==> src/rtl/uart_tx_pkg.sv <==
// uart_tx_pkg: shared constants and types for the memory-mapped UART transmitter.
//   - bus data width and peripheral window size
//   - register byte offsets (decoded on addr[3:2])
//   - STATUS / CTRL bit positions
//   - transmitter FSM state type
package uart_tx_pkg;

  localparam int XLEN          = 32;
  localparam int UART_MEM_SIZE = 16;

  localparam logic [3:0] UART_TX_TXDATA = 4'h0;
  localparam logic [3:0] UART_TX_STATUS = 4'h4;
  localparam logic [3:0] UART_TX_CTRL   = 4'h8;

  localparam int STATUS_FULL_BIT  = 0;
  localparam int STATUS_EMPTY_BIT = 1;
  localparam int STATUS_BUSY_BIT  = 2;
  localparam int STATUS_OVF_BIT   = 3;
  localparam int STATUS_COUNT_LSB = 8;

  localparam int CTRL_EN_BIT     = 0;
  localparam int CTRL_IRQ_EN_BIT = 1;

  typedef enum logic [1:0] {
    IDLE,
    START,
    DATA,
    STOP
  } uart_tx_state_e;

  // Word index of a register byte offset, as seen by the address decoder.
  function automatic logic [1:0] reg_index(input logic [3:0] offset);
    return offset[3:2];
  endfunction

endpackage

==> src/rtl/uart_tx_if.sv <==
// uart_tx_if: load/store strobe bus between the core (master) and the UART
// transmitter (slave).
//   re    : read strobe (no side effects in the transmitter)
//   we    : write strobe
//   addr  : byte address
//   wdata : write data
//   rdata : read data, combinational from addr
interface uart_tx_if
  import uart_tx_pkg::*;
#(
  parameter int ADDR_W = $clog2(UART_MEM_SIZE)
);

  logic              re;
  logic              we;
  logic [ADDR_W-1:0] addr;
  logic [XLEN-1:0]   wdata;
  logic [XLEN-1:0]   rdata;

  modport master (
    output re,
    output we,
    output addr,
    output wdata,
    input  rdata
  );

  modport slave (
    input  re,
    input  we,
    input  addr,
    input  wdata,
    output rdata
  );

endinterface

==> src/rtl/uart_tx_sync_fifo.sv <==
// sync_fifo: single-clock show-ahead FIFO.
//   clk, rst : clock, asynchronous active-high reset (pointers only)
//   push     : write wdata (ignored while full)
//   pop      : advance head (ignored while empty)
//   rdata    : current head entry
//   full, empty, count : occupancy, derived from pointers before this edge
// Pointers carry one extra wrap bit so full and empty are distinguishable.
module sync_fifo #(
  parameter  int WIDTH = 8,
  parameter  int DEPTH = 16,
  localparam int AW    = $clog2(DEPTH),
  localparam int PW    = AW + 1
) (
  input  logic             clk,
  input  logic             rst,
  input  logic             push,
  input  logic             pop,
  input  logic [WIDTH-1:0] wdata,
  output logic [WIDTH-1:0] rdata,
  output logic             full,
  output logic             empty,
  output logic [PW-1:0]    count
);

  logic [WIDTH-1:0] mem [DEPTH];
  logic [PW-1:0]    wr_ptr_q, wr_ptr_d;
  logic [PW-1:0]    rd_ptr_q, rd_ptr_d;
  logic             push_ok;
  logic             pop_ok;

  assign count   = wr_ptr_q - rd_ptr_q;
  assign full    = (count == PW'(DEPTH));
  assign empty   = (wr_ptr_q == rd_ptr_q);
  assign rdata   = mem[rd_ptr_q[AW-1:0]];
  // Full is judged before any same-cycle pop, so a push into a full FIFO is
  // dropped even when a pop frees a slot on the same edge.
  assign push_ok = push && !full;
  assign pop_ok  = pop && !empty;

  always_comb begin
    wr_ptr_d = wr_ptr_q;
    rd_ptr_d = rd_ptr_q;
    if (push_ok) wr_ptr_d = wr_ptr_q + PW'(1);
    if (pop_ok)  rd_ptr_d = rd_ptr_q + PW'(1);
  end

  always_ff @(posedge clk or posedge rst) begin
    if (rst) begin
      wr_ptr_q <= '0;
      rd_ptr_q <= '0;
    end else begin
      wr_ptr_q <= wr_ptr_d;
      rd_ptr_q <= rd_ptr_d;
    end
  end

  always_ff @(posedge clk) begin
    if (push_ok) mem[wr_ptr_q[AW-1:0]] <= wdata;
  end

endmodule

==> src/rtl/uart_tx.sv <==
// uart_tx: memory-mapped 8N1 UART transmitter with a TX FIFO.
//   i_clk  : clock, rising edge
//   i_rst  : asynchronous active-high reset
//   bus    : load/store strobe bus (slave side)
//            0x0 TXDATA  W: push wdata[7:0]          R: 0
//            0x4 STATUS  R: full/empty/busy/ovf/count W: clear overflow
//            0x8 CTRL    RW: bit0 enable, bit1 irq_en
//            0xC         reads 0, writes ignored
//   o_txd  : serial line, idle high, registered
//   o_irq  : level interrupt, irq_en && FIFO empty && FSM idle, registered
// CLK_DIV (>= 2) is cycles per bit; FIFO_DEPTH is a power of two >= 2.
module uart_tx
  import uart_tx_pkg::*;
#(
  parameter int CLK_DIV    = 868,
  parameter int FIFO_DEPTH = 16,
  parameter int ADDR_W     = $clog2(UART_MEM_SIZE)
) (
  input  logic     i_clk,
  input  logic     i_rst,
  uart_tx_if.slave bus,
  output logic     o_txd,
  output logic     o_irq
);

  localparam int BAUD_W = $clog2(CLK_DIV);
  localparam int CNT_W  = $clog2(FIFO_DEPTH) + 1;

  uart_tx_state_e    state_q, state_d;
  logic [BAUD_W-1:0] baud_q, baud_d;
  logic [2:0]        bit_q, bit_d;
  logic [7:0]        shift_q, shift_d;
  logic              txd_q, txd_d;
  logic              irq_q, irq_d;
  logic              en_q, en_d;
  logic              irq_en_q, irq_en_d;
  logic              ovf_q, ovf_d;

  logic [ADDR_W-1:0] addr;
  logic [1:0]        sel;
  logic              wr_txdata;
  logic              wr_status;
  logic              wr_ctrl;
  logic              baud_done;

  logic              fifo_push;
  logic              fifo_pop;
  logic              fifo_full;
  logic              fifo_empty;
  logic [7:0]        fifo_rdata;
  logic [CNT_W-1:0]  fifo_count;

  // Reads have no side effects and only part of the address/data is decoded.
  logic              unused_bus;
  assign unused_bus = ^{bus.re, addr, bus.wdata};

  assign addr      = bus.addr;
  assign sel       = addr[3:2];
  assign wr_txdata = bus.we && (sel == reg_index(UART_TX_TXDATA));
  assign wr_status = bus.we && (sel == reg_index(UART_TX_STATUS));
  assign wr_ctrl   = bus.we && (sel == reg_index(UART_TX_CTRL));
  assign fifo_push = wr_txdata && !fifo_full;
  assign baud_done = (baud_q == BAUD_W'(CLK_DIV - 1));

  sync_fifo #(
    .WIDTH (8),
    .DEPTH (FIFO_DEPTH)
  ) u_fifo (
    .clk   (i_clk),
    .rst   (i_rst),
    .push  (fifo_push),
    .pop   (fifo_pop),
    .wdata (bus.wdata[7:0]),
    .rdata (fifo_rdata),
    .full  (fifo_full),
    .empty (fifo_empty),
    .count (fifo_count)
  );

  // Control registers. Only one address per cycle, so a STATUS write and an
  // overflowing TXDATA push never coincide.
  always_comb begin
    en_d     = en_q;
    irq_en_d = irq_en_q;
    ovf_d    = ovf_q;
    if (wr_ctrl) begin
      en_d     = bus.wdata[CTRL_EN_BIT];
      irq_en_d = bus.wdata[CTRL_IRQ_EN_BIT];
    end
    if (wr_status) ovf_d = 1'b0;
    if (wr_txdata && fifo_full) ovf_d = 1'b1;
  end

  always_comb begin
    bus.rdata = '0;
    case (sel)
      reg_index(UART_TX_STATUS): begin
        bus.rdata[STATUS_FULL_BIT]               = fifo_full;
        bus.rdata[STATUS_EMPTY_BIT]              = fifo_empty;
        bus.rdata[STATUS_BUSY_BIT]               = (state_q != IDLE);
        bus.rdata[STATUS_OVF_BIT]                = ovf_q;
        bus.rdata[STATUS_COUNT_LSB +: CNT_W]     = fifo_count;
      end
      reg_index(UART_TX_CTRL): begin
        bus.rdata[CTRL_EN_BIT]     = en_q;
        bus.rdata[CTRL_IRQ_EN_BIT] = irq_en_q;
      end
      default: bus.rdata = '0;
    endcase
  end

  // Frame sequencer. Every state/bit transition reloads the baud counter, so
  // each of the 10 bit slots lasts exactly CLK_DIV cycles. STOP may chain
  // straight into START for back-to-back frames.
  always_comb begin
    state_d  = state_q;
    baud_d   = baud_q;
    bit_d    = bit_q;
    shift_d  = shift_q;
    fifo_pop = 1'b0;
    case (state_q)
      IDLE: begin
        if (en_q && !fifo_empty) begin
          state_d  = START;
          fifo_pop = 1'b1;
          shift_d  = fifo_rdata;
          baud_d   = '0;
        end
      end
      START: begin
        if (baud_done) begin
          state_d = DATA;
          baud_d  = '0;
          bit_d   = '0;
        end else begin
          baud_d = baud_q + BAUD_W'(1);
        end
      end
      DATA: begin
        if (baud_done) begin
          baud_d  = '0;
          shift_d = {1'b0, shift_q[7:1]};
          if (bit_q == 3'd7) begin
            state_d = STOP;
            bit_d   = '0;
          end else begin
            bit_d = bit_q + 3'd1;
          end
        end else begin
          baud_d = baud_q + BAUD_W'(1);
        end
      end
      STOP: begin
        if (baud_done) begin
          baud_d = '0;
          if (en_q && !fifo_empty) begin
            state_d  = START;
            fifo_pop = 1'b1;
            shift_d  = fifo_rdata;
          end else begin
            state_d = IDLE;
          end
        end else begin
          baud_d = baud_q + BAUD_W'(1);
        end
      end
      default: begin
        state_d = IDLE;
        baud_d  = '0;
        bit_d   = '0;
      end
    endcase

    // The line is registered from the next state so it changes on the same
    // edge as the state it represents.
    case (state_d)
      START:   txd_d = 1'b0;
      DATA:    txd_d = shift_d[0];
      default: txd_d = 1'b1;
    endcase
  end

  assign irq_d = irq_en_q && fifo_empty && (state_q == IDLE);

  always_ff @(posedge i_clk or posedge i_rst) begin
    if (i_rst) begin
      state_q  <= IDLE;
      baud_q   <= '0;
      bit_q    <= '0;
      txd_q    <= 1'b1;
      irq_q    <= 1'b0;
      en_q     <= 1'b0;
      irq_en_q <= 1'b0;
      ovf_q    <= 1'b0;
    end else begin
      state_q  <= state_d;
      baud_q   <= baud_d;
      bit_q    <= bit_d;
      txd_q    <= txd_d;
      irq_q    <= irq_d;
      en_q     <= en_d;
      irq_en_q <= irq_en_d;
      ovf_q    <= ovf_d;
    end
  end

  // Shift data is only meaningful while a frame is in flight.
  always_ff @(posedge i_clk) begin
    shift_q <= shift_d;
  end

  assign o_txd = txd_q;
  assign o_irq = irq_q;

endmodule

==> src/flat_wrapper.sv <==
// flat-port wrapper written by rule: the top's interface ports become plain ports
module uart_tx_flat import uart_tx_pkg::*;
#(
  parameter int CLK_DIV    = 868,
  parameter int FIFO_DEPTH = 16,
  parameter int ADDR_W     = $clog2(UART_MEM_SIZE)
)
  (i_clk, i_rst, o_txd, o_irq, bus_re, bus_we, bus_addr, bus_wdata, bus_rdata);
  uart_tx_if #(.ADDR_W(ADDR_W)) bus_i ();
  input  logic i_clk;
  input  logic i_rst;
  output logic o_txd;
  output logic o_irq;
  input wire logic [$bits(bus_i.re)-1:0] bus_re;
  input wire logic [$bits(bus_i.we)-1:0] bus_we;
  input wire logic [$bits(bus_i.addr)-1:0] bus_addr;
  input wire logic [$bits(bus_i.wdata)-1:0] bus_wdata;
  output wire logic [$bits(bus_i.rdata)-1:0] bus_rdata;
  assign bus_i.re = bus_re;
  assign bus_i.we = bus_we;
  assign bus_i.addr = bus_addr;
  assign bus_i.wdata = bus_wdata;
  assign bus_rdata = bus_i.rdata;
  uart_tx #(.CLK_DIV(CLK_DIV), .FIFO_DEPTH(FIFO_DEPTH), .ADDR_W(ADDR_W)) u_core (.i_clk(i_clk), .i_rst(i_rst), .bus(bus_i), .o_txd(o_txd), .o_irq(o_irq));
endmodule
==> config.mk <==
export PLATFORM = sky130hd
export DESIGN_NAME = uart_tx_flat
export DESIGN_NICKNAME = d
export VERILOG_FILES = /design/src/rtl/uart_tx_pkg.sv /design/src/rtl/uart_tx_if.sv /design/src/rtl/uart_tx_sync_fifo.sv /design/src/rtl/uart_tx.sv /design/src/flat_wrapper.sv
export SDC_FILE = /design/constraint.sdc
export NUM_CORES = 1
export LEC_CHECK = 0
export CORE_ASPECT_RATIO = 1.5
export CORE_MARGIN = 1.5
export CORE_UTILIZATION = 48
export DETAILED_ROUTE_END_ITERATION = 12
export GPL_TIMING_DRIVEN = 0
export PLACE_DENSITY = 0.69
export SLEW_MARGIN = 5
export SYNTH_ARGS = -nofsm -noshare
export SYNTH_HDL_FRONTEND = slang
export SYNTH_SLANG_ARGS = --single-unit
==> constraint.sdc <==
create_clock -name i_clk -period 8.8 [get_ports i_clk]
set_clock_uncertainty 0.15 [all_clocks]
set_input_delay 1.76 -clock i_clk [delete_from_list [all_inputs] [get_ports i_clk]]
set_output_delay 1.76 -clock i_clk [all_outputs]
set_load 0.1 [all_outputs]
==> results.cfg <==
[yosys]
synth-edff-count = 135
synth_top_family_by_area = multiplexers
synth-simple-area-share_pct = 8.24
yosys_warnings = 0
synth_adder_area_share_pct = 3.64
synth_compound_area_share_pct = 5.76
muxShareOfSynthArea_pct = 10.9
yosysSeqAreaShare_pct = 65.0
synth_area_leader_cell = edfxtp_1
avgSynthCellArea_sq_um = 15.2
syn_inst = 488
synth_commonest_cells = 135 x edfxtp_1, 36 x nand2_1, 34 x nor2_1
yosys.area.top_type_share_pct = 54.6
synth_area_leaders = edfxtp_1 55%, dfrtp_1 9.8%, mux4_2 9.7%
synth_seq_cells = 166
synth_most_common_cell = edfxtp_1
ys_types = 56
synthArstFlopShare_pct = 18.1
synth_area_sq_um = 7420
synthXorXnorAreaFrac_pct = 2.01
synth_ff_type = edfxtp_1

[pwr]
switching_share_pct = 36.7
internal_power_w = 0.00163
pwr-share-comb_pct = 35.9
p_switching_w = 0.000946
power_density_nw_per_um2 = 302
p_leak_nw = 3.15
vdd_ir_drop_max_mv = 0.165
seqPwrFrac_pct = 37.9
clkPwrFrac_pct = 26.2

[detailed_routing]
vias = 4245
wl_per_cell_um = 19.7
drtIter0Drc = 261
drt_pass1_iterations = 5
drt-vias-per-instance = 5.56
drc = 0
ant_nets = 0
wirelength_um = 15100

[cells_and_area]
fillers = 1188
n_antenna_cell = 0
drive_gt1_share_pct = 19.1
finalNetCount = 613
fin_cells = 763
area_growth_pct = 14.9
final_util_pct = 56.3
seq_area_sq_um = 4830
multi_input_area_sq_um = 2370

[floorplan]
chipHeight_um = 155
core_area_sq_um = 15100
rows = 55
io_pins = 74
start_util_pct = 49.0
die_area_sq_um = 16200
fp.dieW_um = 105

[sta]
slew_headroom_pct = 13.7
fin_crit_ps = 6830
tightest_slew_ps = 1280
fin_hold_ws_ps = 345
max_freq_mhz = 146
slew_violations = 0
hold_viol_final = 0
rsz0062_at_grt = no
setup_viol = 0
fin_setup_tns_ps = 0
finalCritPeriodShare_pct = 77.6

[worst_setup_path]
critPathBufInv = 4
cp_slowest_cell = clkdlybuf4s50_1
critPathMaxStageDelay_ps = 1120
critPathArrivalTime_ps = 4920
critPathCaptureType = output pin
required_ps = 6890
critPathKind = register to output pin
path_cells = buf_2 -> buf_1 -> clkinv_1 -> ha_1 -> a21o_1 -> a21oi_1 -> xor2_1 -> o211ai_1 -> o21ai_0 -> and2_1 -> clkdlybuf4s50_1
cp_top_family = buffers and inverters
start_kind = register
r2r_setup_slack_ps = 3900
rr_startpoint = u_core.u_fifo.rd_ptr_q[2]
r2r-end = u_core.u_fifo.mem[3][1]
r2r_cells = 9
crit_fanout = 10

[cts]
cts-root-buf = clkbuf_16
cts_tree = built
cts_buffer_depth = 2
h-tree-depth = 4
ctsResizeCount = 0
postCtsSetupBuffers = 0
cts_buffers = 17
hold_buffers = 0
clk_latency_ps = 430
clkSinkCount = 166
cts.clk_slew.worst_paths_ps = 70

[worst_hold_path]
whs_path_depth = 1
hold_end = u_core.u_fifo.wr_ptr_q[4]
min_from = u_core.u_fifo.wr_ptr_q[4]
hp-class = register to register

[grt]
grt_overflow = 0
grt_pass1_wl_um = 23600
grt_start_max_net_pins = 31
antenna_found_initial = 0
grtUsageTotal_pct = 19.6
grt_pass1_vias = 4310

[placement]
post-dp-hpwl_um = 10600
gp_congestion = 0.867
port_buffers = 23
place_inst = 732

[run_status]
status = complete, no violations

[job]
drv_cap = 0
metrics by stage:
step                      setup slack, ps  power (W)  cell area (sq um)
final                                1970    0.00258               8530
after global routing                 1690    0.00269               8530
after CTS                            1890    0.00259               8530
after detailed placement             2370    0.00192               8000
after global placement               2430    0.00189               7990
after floorplan                      2700    0.00169               7510
state kept, by name, indices dropped and copies added (netlist names), 2 cells and up:
name,flops
u_core.baud_q,10
u_core.u_fifo.mem,128
u_core.shift_q,8
u_core.u_fifo.wr_ptr_q,5
u_core.bit_q,3
u_core.u_fifo.rd_ptr_q,5
u_core.state_q,2
worst max-delay path by stage:
stage,slack (ps),endpoint,depth (start not counted),startpoint
6_report,1970,bus_rdata[0],11,u_core.u_fifo.rd_ptr_q[2]
5_1_grt,1690,bus_rdata[0],11,u_core.u_fifo.rd_ptr_q[2]
4_1_cts,1890,bus_rdata[0],11,u_core.u_fifo.rd_ptr_q[2]
3_5_place_dp,2370,bus_rdata[0],11,u_core.u_fifo.rd_ptr_q[2]
3_3_place_gp,2430,bus_rdata[0],11,u_core.u_fifo.rd_ptr_q[2]
2_1_floorplan,2700,bus_rdata[11],4,bus_addr[3]
layout by cell type, fill, tap and decap left out, types with 4 or more instances in the layout:
cell,Yosys,layout
nor3_2,3,6
nor2_1,34,34
mux4_2,32,32
xnor2_1,8,8
edfxtp_1,135,135
xor2_1,9,9
dfrtp_1,29,29
mux2i_1,4,4
a21oi_1,6,6
o21ai_0,14,14
buf_4,23,23
buf_2,9,9
mux2_2,4,4
nand3_1,11,11
inv_6,0,4
clkinv_1,2,4
clkbuf_1,5,6
clkdlybuf4s50_1,0,23
and2_1,9,9
nand2_1,36,36
buf_1,4,4
inv_1,19,18
nor2b_1,4,4
conb_1,1,23
a222oi_1,5,5
nand4_1,4,4
a31oi_1,5,5
and3_1,10,10
ha_1,20,20
clkbuf_16,0,17
cell families after synthesis:
logic type / Yosys count
AOI/OAI and AO/OA: 56
xor gates and xnor gates: 17
adders and majority gates: 21
buffers and inverters: 62
DFF: 166
muxes: 40
other: 1
and+or+nand+nor: 125
metal layers:
metal | track usage, % | up-vias | wire, um
li1 | - | 1939 | -
met1 | 21.2 | 2168 | 5740
met2 | 37.3 | 111 | 8440
met3 | 3.94 | 27 | 572
met4 | 7.41 | 0 | 314
met5 | 0 | - | 0
area by class of cell:
type | count | share of cell area [%]
tap | 199 | 2.92
sequential | 166 | 56.6
timing repair buffer | 23 | 2.70
multi-input combinational | 282 | 27.7
inverter | 21 | 0.924
clock buffer | 18 | 5.03
clock inverter | 13 | 1.14
buffer | 41 | 2.95
power groups by stage:
stage / registers (W) / logic (W) / clock network, W
floorplan: 0.000997 / 0.000690 / 0
global placement: 0.000987 / 0.000904 / 0
detailed placement: 0.000990 / 0.000925 / 0
CTS: 0.000975 / 0.000933 / 0.000682
global route: 0.000983 / 0.000999 / 0.000711
finish: 0.000976 / 0.000926 / 0.000676
No activity file was read; power rests on OpenSTA's default activity.
